$ cat src/rtl/poly_horner_seq.sv
// Horner-rule polynomial sequencer: evaluates a0 + a1*t + ... + aN*t^N by issuing one
// multiply-accumulate per step to an external fixed-latency mac (y = c0 + c1*t).
module poly_horner_seq #(
   parameter int BC      = 16,
   parameter int BT      = 16,
   parameter int N_MAX   = 4,
   parameter int MAC_LAT = 3,
   localparam int BA     = $clog2(N_MAX + 1)
) (
   input  logic          clk,
   input  logic          rst,
   input  logic          cfg_we,
   input  logic [BA-1:0] cfg_addr,
   input  logic [BC-1:0] cfg_data,
   input  logic [BA-1:0] cfg_order,
   output logic          cfg_err,
   input  logic          s_valid,
   output logic          s_ready,
   input  logic [BT-1:0] s_t,
   output logic          m_valid,
   input  logic          m_ready,
   output logic [BC-1:0] m_y,
   output logic [BC-1:0] mac_c0,
   output logic [BC-1:0] mac_c1,
   output logic [BT-1:0] mac_t,
   input  logic [BC-1:0] mac_y,
   output logic          busy
);

   localparam int BW = (MAC_LAT > 1) ? $clog2(MAC_LAT) : 1;
   localparam logic [BA-1:0] ADDR_MAX  = BA'(N_MAX);
   localparam logic [BA-1:0] ADDR_ONE  = BA'(1);
   localparam logic [BA-1:0] ADDR_ZERO = {BA{1'b0}};
   localparam logic [BW-1:0] WCNT_LAST = BW'(MAC_LAT - 1);
   localparam logic [BW-1:0] WCNT_ONE  = BW'(1);
   localparam logic [BW-1:0] WCNT_ZERO = {BW{1'b0}};

   typedef enum logic [1:0] {ST_IDLE, ST_ISSUE, ST_WAIT, ST_OUT} state_t;

   state_t        state_r, state_s;
   logic [BA-1:0] k_r, k_s;
   logic [BW-1:0] wcnt_r, wcnt_s;
   logic [BC-1:0] acc_r, acc_s;
   logic [BT-1:0] t_r, t_s;
   logic [BC-1:0] m_y_r, m_y_s;
   logic [BC-1:0] mac_c0_r, mac_c0_s, mac_c1_r, mac_c1_s;
   logic [BT-1:0] mac_t_r, mac_t_s;
   logic          m_valid_r, s_ready_r, busy_r, cfg_err_r;
   logic [BC-1:0] coef_r [0:N_MAX];
   // Private copy taken at accept so a same-cycle config write cannot leak into a running evaluation.
   logic [BC-1:0] snap_r [0:N_MAX];
   logic [BA-1:0] ord_s;
   logic          accept_s, cfg_ok_s;

   assign accept_s = s_valid && s_ready_r;
   assign ord_s    = (cfg_order > ADDR_MAX) ? ADDR_MAX : cfg_order;
   assign cfg_ok_s = cfg_we && (state_r == ST_IDLE) && (cfg_addr <= ADDR_MAX);

   // Next-state and next-value logic for the Horner sequencer.
   always_comb begin
      state_s  = state_r;
      k_s      = k_r;
      wcnt_s   = wcnt_r;
      acc_s    = acc_r;
      t_s      = t_r;
      m_y_s    = m_y_r;
      mac_c0_s = {BC{1'b0}};
      mac_c1_s = {BC{1'b0}};
      mac_t_s  = {BT{1'b0}};
      case (state_r)
         ST_IDLE: begin
            if (accept_s) begin
               t_s   = s_t;
               acc_s = coef_r[ord_s];
               if (ord_s == ADDR_ZERO) begin
                  m_y_s   = coef_r[0];
                  state_s = ST_OUT;
               end else begin
                  k_s      = ord_s - ADDR_ONE;
                  mac_c0_s = coef_r[ord_s - ADDR_ONE];
                  mac_c1_s = coef_r[ord_s];
                  mac_t_s  = s_t;
                  state_s  = ST_ISSUE;
               end
            end else begin
               state_s = ST_IDLE;
            end
         end
         ST_ISSUE: begin
            wcnt_s  = WCNT_ZERO;
            state_s = ST_WAIT;
         end
         ST_WAIT: begin
            if (wcnt_r == WCNT_LAST) begin
               acc_s = mac_y;
               if (k_r == ADDR_ZERO) begin
                  m_y_s   = mac_y;
                  state_s = ST_OUT;
               end else begin
                  k_s      = k_r - ADDR_ONE;
                  mac_c0_s = snap_r[k_r - ADDR_ONE];
                  mac_c1_s = mac_y;
                  mac_t_s  = t_r;
                  state_s  = ST_ISSUE;
               end
            end else begin
               wcnt_s = wcnt_r + WCNT_ONE;
            end
         end
         ST_OUT: begin
            if (m_ready) begin
               state_s = ST_IDLE;
            end else begin
               state_s = ST_OUT;
            end
         end
         default: state_s = ST_IDLE;
      endcase
   end

   // Sequencer state and registered outputs.
   always_ff @(posedge clk or posedge rst) begin
      if (rst) begin
         state_r   <= ST_IDLE;
         k_r       <= ADDR_ZERO;
         wcnt_r    <= WCNT_ZERO;
         acc_r     <= {BC{1'b0}};
         t_r       <= {BT{1'b0}};
         m_y_r     <= {BC{1'b0}};
         mac_c0_r  <= {BC{1'b0}};
         mac_c1_r  <= {BC{1'b0}};
         mac_t_r   <= {BT{1'b0}};
         m_valid_r <= 1'b0;
         s_ready_r <= 1'b0;
         busy_r    <= 1'b0;
      end else begin
         state_r   <= state_s;
         k_r       <= k_s;
         wcnt_r    <= wcnt_s;
         acc_r     <= acc_s;
         t_r       <= t_s;
         m_y_r     <= m_y_s;
         mac_c0_r  <= mac_c0_s;
         mac_c1_r  <= mac_c1_s;
         mac_t_r   <= mac_t_s;
         m_valid_r <= (state_s == ST_OUT);
         s_ready_r <= (state_s == ST_IDLE);
         busy_r    <= (state_s != ST_IDLE);
      end
   end

   // Coefficient register file, its evaluation snapshot and the dropped-write flag.
   always_ff @(posedge clk or posedge rst) begin
      if (rst) begin
         for (int i = 0; i <= N_MAX; i++) begin
            coef_r[i] <= {BC{1'b0}};
            snap_r[i] <= {BC{1'b0}};
         end
         cfg_err_r <= 1'b0;
      end else begin
         if (cfg_ok_s) begin
            coef_r[cfg_addr] <= cfg_data;
         end
         if (accept_s) begin
            for (int i = 0; i <= N_MAX; i++) begin
               snap_r[i] <= coef_r[i];
            end
         end
         cfg_err_r <= cfg_we && !cfg_ok_s;
      end
   end

   assign cfg_err = cfg_err_r;
   assign s_ready = s_ready_r;
   assign m_valid = m_valid_r;
   assign m_y     = m_y_r;
   assign mac_c0  = mac_c0_r;
   assign mac_c1  = mac_c1_r;
   assign mac_t   = mac_t_r;
   assign busy    = busy_r;

endmodule
$ cat config.mk
export PLATFORM = sky130hd
export DESIGN_NAME = poly_horner_seq
export DESIGN_NICKNAME = d
export VERILOG_FILES = /design/src/rtl/poly_horner_seq.sv
export SDC_FILE = /design/constraint.sdc
export NUM_CORES = 1
export LEC_CHECK = 0
export CAP_MARGIN = 20
export CORE_MARGIN = 1.5
export CORE_UTILIZATION = 50
export DETAILED_ROUTE_END_ITERATION = 8
export DONT_BUFFER_PORTS = 1
export GPL_ROUTABILITY_DRIVEN = 0
export GPL_TIMING_DRIVEN = 0
export HOLD_SLACK_MARGIN = 0.1
export PLACE_DENSITY = 0.63
export SYNTH_ARGS = -nofsm -noshare
export SYNTH_HDL_FRONTEND = slang
export SYNTH_SLANG_ARGS = --single-unit
$ cat constraint.sdc
create_clock -name clk -period 17.3 [get_ports clk]
set_clock_uncertainty 0.1 [all_clocks]
set_input_delay 5.19 -clock clk [delete_from_list [all_inputs] [get_ports clk]]
set_output_delay 5.19 -clock clk [all_outputs]
set_load 0.02 [all_outputs]
# Word-level counts from Yosys, hierarchy flattened
# Cells that the tools add are included.
# Widths: inputs -> output; s select.
# word_totals
reg_bits,251
in_bits,59
out_inout_bits,68
wordCells,111
# op_classes
n_addsub,3
order_cmp,7
n_eq_ne,12
mux,46
bitwise_logic,4
reduce_logical,17
# ops
op,n
$mux 16,23
$bmux 16 s3,3
$pmux 16 s2,4
$bwmux 80,1
$demux 16 s3,1
$ge 4x4->1 const B,4
$not 3->4,4
$mux 3,5
$mux 2,6
$ne 2x2->1 const B,6
$reduce_and 5->1,2
$eq 2x2->1 const B,4
$pmux 2 s4,1
$logic_not 3->1,2
$pmux 3 s2,1
$reduce_bool 2->1,3
$sub 3x1->3 const B,2
$logic_and 1x1->1,5
$logic_not 2->1,2
$lt 4x1->1 const B,1
$pmux 2 s2,1
$reduce_and 2->1,2
$gt 3x3->1 const B,1
$le 3x3->1 const B,1
4 further kinds,4

# Logic depth before layout (Yosys ltp)
# depth
depth_word,10
mapped_depth,11

# Worst setup path after synthesis
# OpenSTA, ideal clock, no wires.
# synth_timing
path_type,input -> register
from,input cfg_order[2]
to,register k_r[2]
setup_time_ps,104
arrival_time_ps,7242
setup_slack_ps,9854
cell_stages,9
path_buffers,3
cell_sequence,buf_2 nand2b_1 buf_2 buf_4 ha_1 ha_1 o32a_1 or2_2 a221oi_1
# synth_via
elab_chain_cells,6
word_cells_on_any_way,9
cone_classes,add/sub (1); order compare (1); eq/ne (1); mux (4); reduce/logical (2)
# synth_lines
element,line,rtl
start: declaration,15,"input logic [BA-1:0] cfg_order,"
$gt 3x3->1,56,assign ord_s = (cfg_order > ADDR_MAX) ? ADDR_MAX : cfg_order;
$mux 3 *,56,
$sub 3x1->3,79,k_s = ord_s - ADDR_ONE;
$mux 3,75,if (ord_s == ADDR_ZERO) begin
$mux 3,72,if (accept_s) begin
$pmux 3 s2,70,case (state_r)
end signal: assignment,138,k_r <= k_s;
end: declaration,41,"logic [BA-1:0] k_r, k_s;"
# Every way passes the cells marked *; elsewhere a longest branch is shown, timed or not. The select of a mux whose other input is x is not followed.
# A chain may end at the register's enable or synchronous reset.

# Worst setup path after layout
# layout_timing
from,input cfg_order[2]
to,register m_y_r[3] (netlist: m_y[3])
# layout_via
elab_chain_cells,5
# layout_lines
element,line,rtl
$gt 3x3->1,56,
$mux 3 *,56,
$logic_not 3->1 *,75,
$ne 2x1->1 (no source line) *,n/a,
$reduce_and 5->1 (no source line) *,n/a,
end signal: assignment,129,m_y_r <= {BC{1'b0}};
end signal: assignment,142,m_y_r <= m_y_s;
end: declaration,45,"logic [BC-1:0] m_y_r, m_y_s;"
# Every way passes the cells marked *; elsewhere a longest branch is shown, timed or not.

==> reports/summary.txt <==
Inserted Clock Buffers: 27
Synth top area share: 56.0%
Max transition margin: 33.8%
Main combinational cell family by area after synthesis: multiplexers
# setup viols final: 0
Die height: 153 µm
Most frequent cells in the layout: dfrtp_1 (251), mux2_2 (164), nand2_1 (112)
Reg2Reg Depth: 9
Initial Util: 51.2%
Post-route ant nets: 0
Commonest non-fill, non-tap cell in the layout: dfrtp_1
Grt total ovfl: 0
Worst R2R End: mac_c0[4]$_DFF_PP0_
Initial antenna violation count: 0
Vias in the first global route: 8074
Fmax: 116 MHz
Pin count of the biggest net entering global routing: 104
Synth area leader: dfrtp_1
Layout fillers: 1766
Number of synthesized register bits: 251
TNS Setup: 0 ns
Synth Flop Type: dfrtp_1
# Post-CTS Setup Buffers: 0
Residual DRC: 0
Post-synth cell types: 54
Hold-fix buffers, CTS: 0
Root buf cell: clkbuf_16
Global-route wire length before repair: 49400 µm
Simple logic cell fraction of the synthesized area: 7.52%
Post-synthesis sequential area ratio: 56.0%
Final Routed Wirelength: 32700 µm
HPWL Detailed: 21400 µm
Setup crit end kind: register
Least-Margin Pin Slew: 0.993 ns
RSZ-0062 raised after global routing: false
Final min period: 8.60 ns
Number of max-cap violations: 0
CTS H-tree lvls: 1
Post-synthesis mux area share: 22.7%
Synth Area in Adders: 0.669%
Synth top area cells: dfrtp_1 (56%), mux2_2 (16%), mux4_2 (6.0%), nand2_1 (3.7%), a22o_1 (2.4%)
Hold WC Path Type: reg -> reg
Die area: 23300 µm²
TritonRoute pass-1 iters: 5
Critical Path AT: 8.87 ns
Pins Over Slew Limit: 0
CTS Sinks: 251
Post-synth EDFFs: 0
Core Area: 21900 µm²
Startpoint types: primary input
DR vias/cell: 6.44
Later-pin clock latency in the skew report: 0.54 ns
Period utilisation layout: 49.7%
Worst Path Required: 17.57 ns
Iter 0 DRT Violations: 581
CP Launch Point: cfg_order[2]
Area grow syn2layout: 11.5%
Kind of critical path: in -> reg
Worst vdd ir: 0.0783 mV
Reg2reg start: k_r[0]$_DFFE_PP0P_
Synth Area per Inst: 13.3 µm²
CTS tree: yes
Vias: 7562
Layout cells sized above 1: 32.5%
Clock transition at the registers of the reported paths: 0.06 ns
Leakage power: 5.75 nW
Row Count: 54
Setup slack after layout: 8.70 ns
Mapped Cells: 844
Final hold vios: 0
Number of diodes: 0
Power Density: 185 nW/µm²
Syn. warnings: 0
Place WS: 8.26 ns
Die Wd: 153 µm
Nets: 940
Top Ports: 127
IO buf count: 0
Status: complete, no violations
Resized cells post-CTS: 0
Synthesized netlist net count: 909
Post-synth ARST share: 100%
Routed len/inst: 27.8 µm
Post-Syn Area: 11200 µm²
Worst reg2reg setup slack: 13.29 ns
Worst-path fanout max: 10
Post-Synth XOR/XNOR Area: 0.0781%
Clock Path Buffers: 3
Total GRT Usage: 28.2%
Compound-Gate Fraction of Synth Area: 10.2%
Setup crit end: m_y[3]$_DFFE_PP0P_
==> area by class of cell <==
cell class	count	area, µm²	share of cell area, %
multi-input cells	527	4610	36.9
repair buffers	2	55.1	0.440
inverters	9	41.3	0.330
plain buffers	57	290	2.32
well taps	280	350	2.80
clock inverters	8	75.1	0.600
flip-flops and latches	251	6280	50.2
clock buffers	41	798	6.38
==> critical path, stage by stage <==
cell and delay (ns):
buf_2 0.23, nand2b_1 0.34, clkbuf_1 0.79, ha_1 0.32
ha_1 0.39, nand4b_1 0.15, a21oi_1 0.50, clkbuf_1 0.74
a31oi_1 0.22
==> cells by family (layout without fill, tap and decap cells) <==
group / count (synthesis) / in the layout
fa+ha+maj: 6 / 6
mux: 196 / 196
compound gates: 150 / 150
xor+xnor: 1 / 1
simple gates: 174 / 174
flops: 251 / 251
buf+inv: 66 / 117
==> Yosys cell counts (2+ instances only) <==
master / instances
a21oi_1: 3
nor2_1: 27
o31ai_1: 8
o22a_1: 2
and2_1: 2
dfrtp_1: 251
or2_2: 2
nor4_4: 2
ha_1: 6
o22ai_1: 29
nand4b_1: 2
buf_6: 2
mux4_2: 30
nor3_2: 2
buf_2: 27
a22oi_1: 7
nand2b_1: 6
a211oi_1: 13
mux2i_1: 2
nand2_1: 112
nand3b_2: 3
a32oi_1: 12
nor2b_1: 2
clkbuf_1: 19
o221ai_1: 3
a211o_1: 13
nand3_1: 3
nand3b_1: 2
o21ai_0: 3
and3_1: 2
inv_1: 9
a21boi_0: 2
a22o_1: 31
a31oi_1: 16
mux2_2: 164
buf_4: 7
==> registers in the layout, indices dropped and copies added, names as in the netlist <==
signal / cells
m_y: 16
cfg_err: 1
t_r: 16
mac_c0: 16
mac_t: 16
mac_c1: 16
state_r: 2
busy: 1
k_r: 3
s_ready: 1
m_valid: 1
snap_r: 80
coef_r: 80
wcnt_r: 2
==> how the worst min path moves through the flow <==
stage	from	end	slack, ns	cells after the start
after floorplan	t_r[0]$_DFFE_PP0P_	t_r[0]$_DFFE_PP0P_	0.35	2
after global placement	t_r[5]$_DFFE_PP0P_	t_r[5]$_DFFE_PP0P_	0.36	2
after detailed placement	t_r[5]$_DFFE_PP0P_	t_r[5]$_DFFE_PP0P_	0.36	2
after CTS	t_r[5]$_DFFE_PP0P_	t_r[5]$_DFFE_PP0P_	0.38	2
after global routing	t_r[0]$_DFFE_PP0P_	t_r[0]$_DFFE_PP0P_	0.39	2
final	t_r[5]$_DFFE_PP0P_	t_r[5]$_DFFE_PP0P_	0.38	2
==> power by group <==
group / leakage, nW / total (mW) / switching (mW) / internal [mW]
registers: 3.19 / 1.07 / 0.242 / 0.824
clock network: 0.430 / 0.567 / 0.235 / 0.332
logic: 2.13 / 0.682 / 0.337 / 0.345
total: 5.75 / 2.31 / 0.813 / 1.50
==> metal layers <==
| metal | up-vias | part of all wire (%) | global-route usage (%) |
|---|---|---|---|
| li1 | 3195 | - | - |
| met1 | 3912 | 40 | 37.0 |
| met2 | 368 | 47 | 44.7 |
| met3 | 87 | 9.2 | 7.71 |
| met4 | 0 | 3.7 | 11.5 |
| met5 | - | 0 | 0 |
==> stage by stage <==
step	utilization (%)	power [mW]	cell area [µm²]	hold WS, ns	std cells
floorplan	-	1.52	11200	0.347	844
global placement	52.8	1.70	11600	0.359	1124
detailed placement	53.1	1.74	11600	0.364	1126
CTS	57.1	2.31	12500	0.379	1175
global route	57.1	2.42	12500	0.389	1175
finish	57.1	2.31	12500	0.375	1175
Power figures use the tool's default switching activity.
